**src/rtl/serial_bit_source_pkg.sv**
```systemverilog
// Shared definitions for the serial bit source: FSM state encoding and
// the bit-counter width helper.
package serial_bit_source_pkg;

    typedef enum logic {
        S_IDLE  = 1'b0,
        S_SHIFT = 1'b1
    } state_e;

    // A one-bit word still needs a one-bit counter.
    function automatic int cntWidth(input int width);
        return (width > 1) ? $clog2(width) : 1;
    endfunction

endpackage

```
**src/rtl/serial_bit_source_piso_shreg.sv**
```systemverilog
// WIDTH-bit load/shift register; the head bit is always the MSB, shifting
// toward it, so an empty register naturally drains to a 0 head.
module piso_shreg #(
    parameter int WIDTH = 8
) (
    input  logic             clk,
    input  logic             rst,
    input  logic             load_i,
    input  logic             shift_i,
    input  logic [WIDTH-1:0] data_i,
    output logic             head_o
);

    logic [WIDTH-1:0] shreg_q;
    logic [WIDTH-1:0] shreg_d;

    always_comb begin
        shreg_d = shreg_q;
        if (load_i) begin
            shreg_d = data_i;
        end else if (shift_i) begin
            shreg_d = shreg_q << 1;
        end
    end

    always_ff @(posedge clk or posedge rst) begin
        if (rst) begin
            shreg_q <= '0;
        end else begin
            shreg_q <= shreg_d;
        end
    end

    assign head_o = shreg_q[WIDTH-1];

endmodule

```
**src/rtl/serial_bit_source.sv**
```systemverilog
// Parallel-to-serial front end: accepts WIDTH-bit words over valid/ready and
// streams them one bit per clock on x, back-to-back with no gap cycles.
module serial_bit_source
    import serial_bit_source_pkg::*;
#(
    parameter int WIDTH     = 8,
    parameter bit MSB_FIRST = 1'b1
) (
    input  logic             clk,
    input  logic             rst,
    input  logic [WIDTH-1:0] din,
    input  logic             din_valid,
    output logic             din_ready,
    output logic             x,
    output logic             x_valid,
    output logic             busy,
    output logic             done
);

    localparam int            CW   = cntWidth(WIDTH);
    localparam logic [CW-1:0] LAST = CW'(WIDTH - 1);

    state_e          state_q, state_d;
    logic [CW-1:0]   cnt_q, cnt_d;
    logic            lastBit;
    logic            accept;
    logic            load;
    logic            shift;
    logic [WIDTH-1:0] loadWord;

    // The register always emits from its MSB, so LSB-first words are mirrored on load.
    always_comb begin
        loadWord = din;
        if (MSB_FIRST == 1'b0) begin
            for (int i = 0; i < WIDTH; i++) begin
                loadWord[i] = din[WIDTH-1-i];
            end
        end
    end

    assign lastBit   = (state_q == S_SHIFT) && (cnt_q == LAST);
    assign din_ready = (state_q == S_IDLE) || (cnt_q == LAST);
    assign accept    = din_valid && din_ready;

    // The final shift of an unreplaced word leaves the register zero, giving idle fill.
    always_comb begin
        state_d = state_q;
        cnt_d   = cnt_q;
        load    = 1'b0;
        shift   = 1'b0;
        case (state_q)
            S_IDLE: begin
                if (accept) begin
                    load    = 1'b1;
                    cnt_d   = '0;
                    state_d = S_SHIFT;
                end
            end
            S_SHIFT: begin
                if (cnt_q != LAST) begin
                    shift = 1'b1;
                    cnt_d = cnt_q + 1'b1;
                end else if (accept) begin
                    load  = 1'b1;
                    cnt_d = '0;
                end else begin
                    shift   = 1'b1;
                    cnt_d   = '0;
                    state_d = S_IDLE;
                end
            end
            default: begin
                state_d = S_IDLE;
                cnt_d   = '0;
            end
        endcase
    end

    always_ff @(posedge clk or posedge rst) begin
        if (rst) begin
            state_q <= S_IDLE;
            cnt_q   <= '0;
        end else begin
            state_q <= state_d;
            cnt_q   <= cnt_d;
        end
    end

    piso_shreg #(
        .WIDTH (WIDTH)
    ) u_shreg (
        .clk     (clk),
        .rst     (rst),
        .load_i  (load),
        .shift_i (shift),
        .data_i  (loadWord),
        .head_o  (x)
    );

    assign x_valid = (state_q == S_SHIFT);
    assign busy    = (state_q == S_SHIFT);
    assign done    = lastBit;

endmodule

```
**config.mk**
```make
export PLATFORM = sky130hd
export DESIGN_NAME = serial_bit_source
export DESIGN_NICKNAME = d
export VERILOG_FILES = /design/src/rtl/serial_bit_source_pkg.sv /design/src/rtl/serial_bit_source_piso_shreg.sv /design/src/rtl/serial_bit_source.sv
export SDC_FILE = /design/constraint.sdc
export NUM_CORES = 1
export LEC_CHECK = 0
export ABC_AREA = 1
export CORE_UTILIZATION = 34
export CTS_BUF_LIST = sky130_fd_sc_hd__clkbuf_8
export DETAILED_ROUTE_END_ITERATION = 12
export PLACE_DENSITY_LB_ADDON = 0.05
export SKIP_LAST_GASP = 1
export SLEW_MARGIN = 0
export SYNTH_ARGS = -nofsm -noshare
export SYNTH_HDL_FRONTEND = slang
export SYNTH_SLANG_ARGS = --single-unit
export TNS_END_PERCENT = 10
```
**constraint.sdc**
```tcl
create_clock -name clk -period 1.65 [get_ports clk]
set_clock_uncertainty 0.05 [all_clocks]
set_input_delay 0.33 -clock clk [delete_from_list [all_inputs] [get_ports clk]]
set_output_delay 0.33 -clock clk [all_outputs]
set_load 0.03 [all_outputs]
```
# After elaboration in Yosys (flattened, before gate mapping)
# Cells that the tools add are included.
word_totals:
  register_bits: 12
  input_bits: 11
  out_inout_bits: 5
  wordCells: 25
op_classes:
  n_addsub: 1
  eq_ne: 3
  n_mux: 13
  bitwise: 1
  n_reduce_logical: 4
ops:
  columns: ["op", "n"]
  rows:
  - ["8-bit two-way mux", 2]
  - ["1-bit two-way mux", 6]
  - ["3-bit two-way mux", 2]
  - ["3-bit one-hot mux with 2 select lines", 1]
  - ["1-bit one-hot mux with 2 select lines", 2]
  - ["3-bit by 1-bit adder with 3-bit output (second input constant)", 1]
  - ["3-bit equality test (second input constant)", 1]
  - ["3-bit inequality test (second input constant)", 1]
  - ["1-bit logical AND", 2]
  - ["2-bit inequality test (second input constant)", 1]
  - ["2-bit nonzero test", 1]
  - ["1-bit logical OR", 1]
  - ["1-bit inverter", 1]

# Logic depth before layout (Yosys ltp)
depth:
  ltp_word: 8
  mapped_depth: 7

# Modules after synthesis
# A second synthesis with hierarchy kept.
hier_totals:
  hier_cells: 72
  area_unflattened_um2: 611.8
by_module_without_submodules:
  columns: ["module", "n_inst", "cells_per_inst", "area_each_um2", "seq_area_each_um2"]
  rows:
  - ["piso_shreg", 1, 44, 380.4, 200.2]
  - ["serial_bit_source", 1, 28, 231.5, 100.1]

# Worst setup path after synthesis
# OpenSTA, ideal clock, no wires.
synth_timing:
  path_type: "reg2out"
  from: "register cnt_q[0]"
  to: "output port din_ready"
  arrival_ps: 1069
  setup_slack_ps: 201
  stages_incl_launch_ff: 6
  path_buffers: 1
  cell_sequence: "dfrtp_1 > ha_1 > ha_1 > inv_1 > nand2_2 > buf_6"
synth_between:
  elab_chain_cells: 2
synth_lines:
  columns: ["element", "line", "text"]
  rows:
  - ["start: declaration", "serial_bit_source.sv:24", "logic [CW-1:0] cnt_q, cnt_d;"]
  - ["start signal: assignment", "serial_bit_source.sv:85", "cnt_q <= cnt_d;"]
  - ["3-bit equality test", "serial_bit_source.sv:42", "assign din_ready = (state_q == S_IDLE) || (cnt_q == LAST);"]
  - ["1-bit logical OR", "serial_bit_source.sv:42", null]
  - ["end: declaration", "serial_bit_source.sv:13", "output logic din_ready,"]
# No other way between the ends.

# Worst setup path after layout
# Ends and elaborated chain as after synthesis.

==> run summary <==
run status: complete, but fails checks
failing checks: negative setup slack
met1 GRT Util: 21.90%
Core Util, Final: 50.00%
Fill cells: 207
Multi-input gate area: 325.3 sq um
cell-internal power: 0.0009503 W
PwrDens: 1584 nW/um^2
Synth Cell Area: 696.9 sq um
Netlist cell types: 12
placer congestion estimate: 0.7020
post-DP HPWL: 978.5 microns
placed instance area: 900.9 sq um
yosys warns: 0
P&R area growth vs syn: 39.32%
Sink Count: 12
Leak: 0.4922 nW
vias: 563
Min-Delay Path Class: in2async
Final Critical Period: 1.655 ns
Peak Freq: 604.4 MHz
first-pass GRT wire length: 2.290 mm
Logic pwr share: 48.2%
Critical Path RT: 1.27 ns
Syn Nets: 93
largest net degree at the start of global routing: 13
Antenna diodes: 0
Switch Pwr: 0.0005874 W
I/O pins: 16
worst-case reg-to-reg path depth: 8
die height: 47.28 microns
crit path from: cnt_q[0]
total CTS buffers: 3
crit path DAT: 1.27 ns
commonest non-fill, non-tap cells in the layout: nand2_1 (26), nand3_2 (13), dfrtp_1 (12)
Fin. Hold Viols: 0
1st-pass router iterations: 4
die area: 2235 sq um
Synth area leader: dfrtp_1
Die X: 47.28 microns
Flop pwr share: 30.8%
met2 Use GR: 21.64%
Worst-Skew Late Latency: 0.24 ns
top cells by area, synth: dfrtp_1 (43%), nand3_2 (19%), nand2_1 (14%)
port buffer count: 15
Worst VDD drop: 1.094 mV
end of the worst register-to-register path: u_shreg.shreg_q[1]
layout cells sized above 1: 32.69%
Avg WL per Cell: 10.41 microns
crit path launch type: flop
crit-path cells: ha_1, ha_2, inv_2, nand2_4, buf_6
critical path class: reg2out
FF-to-FF Start: cnt_q[0]
FP Rows: 16
Final Worst Setup Slack: -0.004556 ns
Slew HR: 67.33%
Critical Path End Type: output port
core box area: 1942 sq um
share of the yosys chip area belonging to registers: 43.09%
syn avg cell area: 8.711 sq um
Final #Nets: 118
H-tree depth: 1
total grt overflow: 0
worst slew pin tran: 0.4895 ns
leading cell type in the layout, fill and taps excluded: nand2_1
Initial Util: 35.89%
Residual DRC: 0
Post-Layout Inst Area: 970.9 sq um
Global Route met3 Usage: 4.615%
Setup crit end: din_ready
number of max-cap violations: 0
CTS root buf: clkbuf_8
vias in the first global route: 506
CP max FO: 2
Yosys reg bits: 12
CTS tree: yes
Reg2Reg Setup Slack: 0.14 ns
DR iter-0 viols: 6
clock share of power: 20.9%
global route hottest layer: met1
max-slew violations: 0
via/cell ratio: 4.298
RSZ-0062 raised after global routing: true
synthesized instance count: 80
Setup Viol. Count Final: 2
switching share of total power: 38.20%
clk buf depth: 2
Post-DRT Antenna Nets: 0
top-area cell type share of the netlist area: 43.09%
GRT Util Overall: 15.71%
period utilization: 100.3%
WL final: 1.364 mm
initial antenna violation count: 0
Sequential Area: 300.3 sq um
slowest CP cell: dfrtp_1
clock-pin slew on the worst setup and hold paths: 0.05 ns
crit-path max cell delay: 0.38 ns
==> flip-flops by register name (all words and copies together) (netlist names) <==
register         flops
busy                 1
cnt_q                3
u_shreg.shreg_q      8
==> power groups by stage <==
stage                     combinational, W  clock, W  sequential (W)
after floorplan                   0.000447         0        0.000512
after global placement            0.000707         0        0.000472
after detailed placement          0.000713         0        0.000478
after CTS                         0.000752  0.000327        0.000474
after global routing              0.000830  0.000343        0.000492
final                             0.000741  0.000322        0.000474
==> Yosys cell counts <==
master   instances
o21ai_2          1
nand2_2          2
inv_1           11
buf_6            2
buf_4            2
nand2_1         26
nor2_4           1
nand3_1          2
dfrtp_1         12
nor2_1           6
ha_1             2
nand3_2         13
==> layer usage <==
metal  vias to the layer above  routed length (microns)
met1                       256                      645
met3                         2                       61
met2                        13                      634
li1                        292                        -
met4                         0                       23
met5                         -                        0
==> how the worst min path moves through the flow <==
stage	endpoint	depth (start not counted)	slack, ns
2_1_floorplan	busy	1	0.14
3_3_place_gp	u_shreg.shreg_q[0]	2	0.41
3_5_place_dp	cnt_q[2]	2	0.43
4_1_cts	cnt_q[0]	2	0.38
5_1_grt	u_shreg.shreg_q[1]	2	0.40
6_report	cnt_q[0]	2	0.36
==> worst max-delay path: cells and delay by family, from the launching register on <==
kind / cells / cell delay [ns]
adders and majority gates: 2 / 0.40
DFF: 1 / 0.38
buffers and inverters: 2 / 0.19
and+or+nand+nor: 1 / 0.06
==> cells by family (layout without fill, tap and decap cells) <==
logic type	after synthesis	in the layout	synth area share [%]
AND/OR/NAND/NOR	50	50	40.75
flip-flops	12	12	43.09
adder cells (fa/ha/maj)	2	2	3.590
buffers and inverters	15	39	11.31
AO/OA/AOI/OAI	1	1	1.257
==> through the flow <==
step | std cells | hold slack, ns | TNS, ns | power, W | worst slack [ns]
after global routing | 131 | 0.4036 | -0.1421 | 0.001665 | -0.05506
after global placement | 126 | 0.4125 | -0.1417 | 0.001180 | -0.1417
final | 131 | 0.3585 | -0.005899 | 0.001538 | -0.004556
after CTS | 131 | 0.3755 | -0.05815 | 0.001553 | -0.04545
after detailed placement | 126 | 0.4262 | -0.1706 | 0.001191 | -0.1706
after floorplan | 80 | 0.1447 | 0 | 0.0009583 | 0.2007
==> timing repair <==
action | CTS | global route
resized for setup | 10 | 1
setup buffers | 1 | 0
hold endpoints to repair | 0 | 0
pin swaps | 1 | 0
hold buffers | 0 | 0
endpoints found under the setup margin | 4 | 4
==> cell type report <==
cell class	instances	area share, %
multi-input cells	53	33.51
well taps	27	3.479
flip-flops and latches	12	30.93
inverters	11	4.253
repair buffers	24	22.16
clock buffers	4	5.670
No activity file was read; power rests on OpenSTA's default activity.
==> RTL edit 1 (same flow settings) <==
`WIDTH` is set to 8 in 2 places; all go to 12.
--- a/src/rtl/serial_bit_source_piso_shreg.sv
+++ b/src/rtl/serial_bit_source_piso_shreg.sv
@@ -3,3 +3,3 @@
 module piso_shreg #(
-    parameter int WIDTH = 8
+    parameter int WIDTH = 12
 ) (
--- a/src/rtl/serial_bit_source.sv
+++ b/src/rtl/serial_bit_source.sv
@@ -5,3 +5,3 @@
 #(
-    parameter int WIDTH     = 8,
+    parameter int WIDTH     = 12,
     parameter bit MSB_FIRST = 1'b1
Ports: changed (resized din); port bits go from 16 to 20. No check against the original RTL was run, so the function may have changed too.
==> RTL edit 1 against the unedited design <==
Maximum frequency up 2.8%. Setup slack improved by 45 ps. Sequential cell count rose by 5. Final area grew 22%. Power up 13%. Synthesized area up 31%. Wire length grew 38%. First-iteration DRC count increased by 120%. Largest power group unchanged.
==> RTL edit 1: results (changes against the unedited design) <==
| Metric | Value |
|---|---|
| Met2 routed wirelength | 792 um (+25%) |
| Area contributors post-synth | dfrtp_1 (47%), nand3_1 (13%), nand2_1 (11%) |
| Placed Area | 0.00112 mm^2 (+25%) |
| Routability cong. | 0.709 (+1.0%) |
| Buffers on Ports | 19 (+4) |
| Distinct cells, synth | 20 (+8) |
| Switch Pwr | 667 uW (+13%) |
| DR WL/cell | 11.1 um (+6.7%) |
| R2r startpoint | cnt_q[1] |
| Avg Vias per Cell | 4.60 (+7.0%) |
| Top post-synthesis cells by count | nand2_1 (27), nand3_1 (24), dfrtp_1 (17), inv_1 (17), nor2_1 (12) |
| Mapped Nets | 132 (+42%) |
| Reg2Reg Depth | 7 (-1) |
| Metal3 WL | 87 um (+43%) |
| Mapped Cells | 116 (+45%) |
| Setup TNS | 0 ps (+5.90 ps) |
| CP arrival | 1230 ps (-40 ps) |
| VDD IR-drop max | 0.819 mV (-25%) |
| Critical path peak fanout | 3 (+1) |
| Initial drt markers | 13 (+7) |
| Largest net degree at the start of global routing | 22 (+9) |
| GR Layer Usage met1 | 0.198 (-0.0215) |
| Flop2flop setup slack | 160 ps (+20 ps) |
| GRT Overall Usage | 0.156 (-0.00134) |
| Status | finished clean |
| Post-placement setup slack | 87.2 ps (+258 ps) |
| Sequential fraction of the synthesis area | 0.468 (+0.0368) |
| Combinational power share | 0.426 (-0.056) |
| Share of cells above drive strength 1 | 0.144 (-0.183) |
| Post-cts resize count | 0 (-10) |
| Vias in the first global route | 707 (+40%) |
RTL edit 1: kinds of logic after synthesis:
kind of cell,Yosys count,synth area share
xor+xnor,1,0.00963
fa+ha+maj,1,0.0138
buf+inv,24,0.133
flops,17,0.468
compound gates,5,0.0330
simple gates,68,0.343
RTL edit 1: worst min-delay path by stage:
stage	from	endpoint	slack [ps]	cells past startpoint
3_5_place_dp	u_shreg.shreg_q[6]	u_shreg.shreg_q[6]	430	2
3_3_place_gp	u_shreg.shreg_q[2]	u_shreg.shreg_q[2]	430	2
5_1_grt	rst	u_shreg.shreg_q[6]	370	3
4_1_cts	rst	u_shreg.shreg_q[6]	350	3
6_report	rst	u_shreg.shreg_q[6]	340	3
2_1_floorplan	rst	busy	210	1
RTL edit 1: area by class of cell:
type	instances	area (um^2)
inverters	18	67.6
clock inverters	1	3.75
clock buffers	3	41.3
well taps	30	37.5
repair buffers	25	240
multi-input cells	75	365
fillers	257	1320
flip-flops and latches	17	425
==> RTL edit 2 (same settings) <==
Made on the original files. Reset style: synchronous (`rst`), changed in 2 clocked blocks.
--- a/src/rtl/serial_bit_source_piso_shreg.sv
+++ b/src/rtl/serial_bit_source_piso_shreg.sv
@@ -25,3 +25,3 @@
 
-    always_ff @(posedge clk or posedge rst) begin
+    always_ff @(posedge clk) begin
         if (rst) begin
--- a/src/rtl/serial_bit_source.sv
+++ b/src/rtl/serial_bit_source.sv
@@ -78,3 +78,3 @@
 
-    always_ff @(posedge clk or posedge rst) begin
+    always_ff @(posedge clk) begin
         if (rst) begin
Check against the original RTL: differs if rst is asserted again (counterexample within 4 cycles, from zero or initial values and one cycle with rst high); with rst held inactive, the same outputs for 10 cycles.
==> RTL edit 2 against the unedited design <==
Setup slack improved by 38 ps. Die area is 6.6% lower. Final area decreased by 10%. Utilization decreased by 0.64 points. Wire length down 6.9%. Register-to-register slack improved by 60 ps. Sequential cell count is the same. Synthesized area down 6.8%. Synthesized cell count increased by 10%. Critical path type unchanged. Highest routed layer unchanged.
Power is not compared: it rests on default switching activity, and its combinational part moved more than twofold at a synthesized area within 25%.
==> RTL edit 2: results (changes against the unedited design) <==
| Metric | Value |
|---|---|
| Post-Route WL | 1270 um (-6.9%) |
| Distinct cells, synth | 17 (+5) |
| DR vias | 592 (+5.2%) |
| Mapped Nets | 101 (+8.6%) |
| CP arrival | 1240 ps (-30 ps) |
| Critical-path top delay cell | clkdlybuf4s50_1 |
| DP Cell Count | 127 (+0.79%) |
| First-pass GRT wire length | 2210 um (-3.6%) |
| Average size of a mapped cell | 7.38 um^2 (-15%) |
| Routability cong. | 0.692 (-1.5%) |
| Area contributors post-synth | dfxtp_1 (37%), a21oi_2 (9.4%), nor2_1 (8.1%) |
| Flop2flop setup slack | 200 ps (+60 ps) |
| Main synth FF type | dfxtp_1 |
| # nets final | 121 (+2.5%) |
| Reg2Reg Depth | 9 (+1) |
| Status | finished clean |
| Delay-heaviest family, CP | buffers and inverters |
| Post-DP HPWL | 912 um (-6.8%) |
| Share of cells above drive strength 1 | 0.217 (-0.110) |
| Vias in the first global route | 489 (-3.4%) |
| Initial antenna violation count | 0 (unchanged) |
| Largest net degree at the start of global routing | 17 (+4) |
| Hold WC Path Type | flop to flop |
| GRT Overall Usage | 0.155 (-0.00260) |
| H-tree level count | 1 (unchanged) |
| Worst flop-to-flop path endpoint | u_shreg.shreg_q[5] |
| Top post-synthesis cells by count | nor2_1 (14), nand2_1 (13), dfxtp_1 (12), inv_1 (11), nand3_1 (8) |
| Fill cell count | 196 (-5.3%) |
| Fraction of registers with async set/reset | 0 (-1.00) |
| CP peak stage delay | 670 ps (+290 ps) |
| Critical path startpoint | busy |
| Hold Slack | 412 ps (+53.9 ps) |
| Avg Vias per Cell | 4.52 (+5.2%) |
-- RTL edit 2: power by group through the flow --
stage,registers (mW),clock network (mW),logic [mW]
finish,0.322,0.263,0.159
global route,0.325,0.295,0.177
CTS,0.322,0.275,0.161
detailed placement,0.328,0,0.158
global placement,0.328,0,0.159
floorplan,0.337,0,0.0968
-- RTL edit 2: timing repair --
item | CTS | global route
gates resized for setup | 1 | 2
gates cloned | 0 | 0
setup buffers | 1 | 0
setup endpoints to repair | 1 | 4
pin swaps | 1 | 0
-- RTL edit 2: logic make-up (layout without fill, tap and decap cells) --
logic type      after synthesis  in the layout  share of synthesized area
simple gates                 37             37                      0.252
compound gates               20             20                      0.206
buf+inv                      17             35                      0.133
flops                        12             12                      0.370
fa+ha+maj                     2              2                     0.0385
-- RTL edit 2: final cells by class --
class                      count  area share
multi-input combinational     59       0.374
clock buffer                   3      0.0474
tap                           25      0.0359
sequential                    12       0.276
timing repair buffer          20       0.213
inverter                      12      0.0546
-- RTL edit 2: worst max path at each step --
stage / endpoint / slack (ps) / depth (start not counted)
after detailed placement: din_ready / 100 / 5
after global placement: din_ready / 120 / 5
after floorplan: din_ready / 220 / 5
after CTS: din_ready / 2 / 5
final: x_valid / 30 / 1
after global routing: din_ready / -20 / 5
-- RTL edit 2: layer usage --
metal | up-vias | GRT usage | wire, um
li1 | 318 | - | -
met1 | 257 | 0.204 | 631
met2 | 15 | 0.217 | 563
met3 | 2 | 0.0397 | 64
met4 | 0 | 0.106 | 10
met5 | - | 0 | 0
-- RTL edit 2: per-stage QoR --
step,worst slack (ps),TNS [ps],power (mW),area (um^2)
detailed placement,97.7,0,0.486,817
CTS,2.26,0,0.758,866
global placement,120,0,0.486,817
floorplan,225,0,0.434,649
global route,-16.3,-26.4,0.798,871
finish,33.6,0,0.744,871
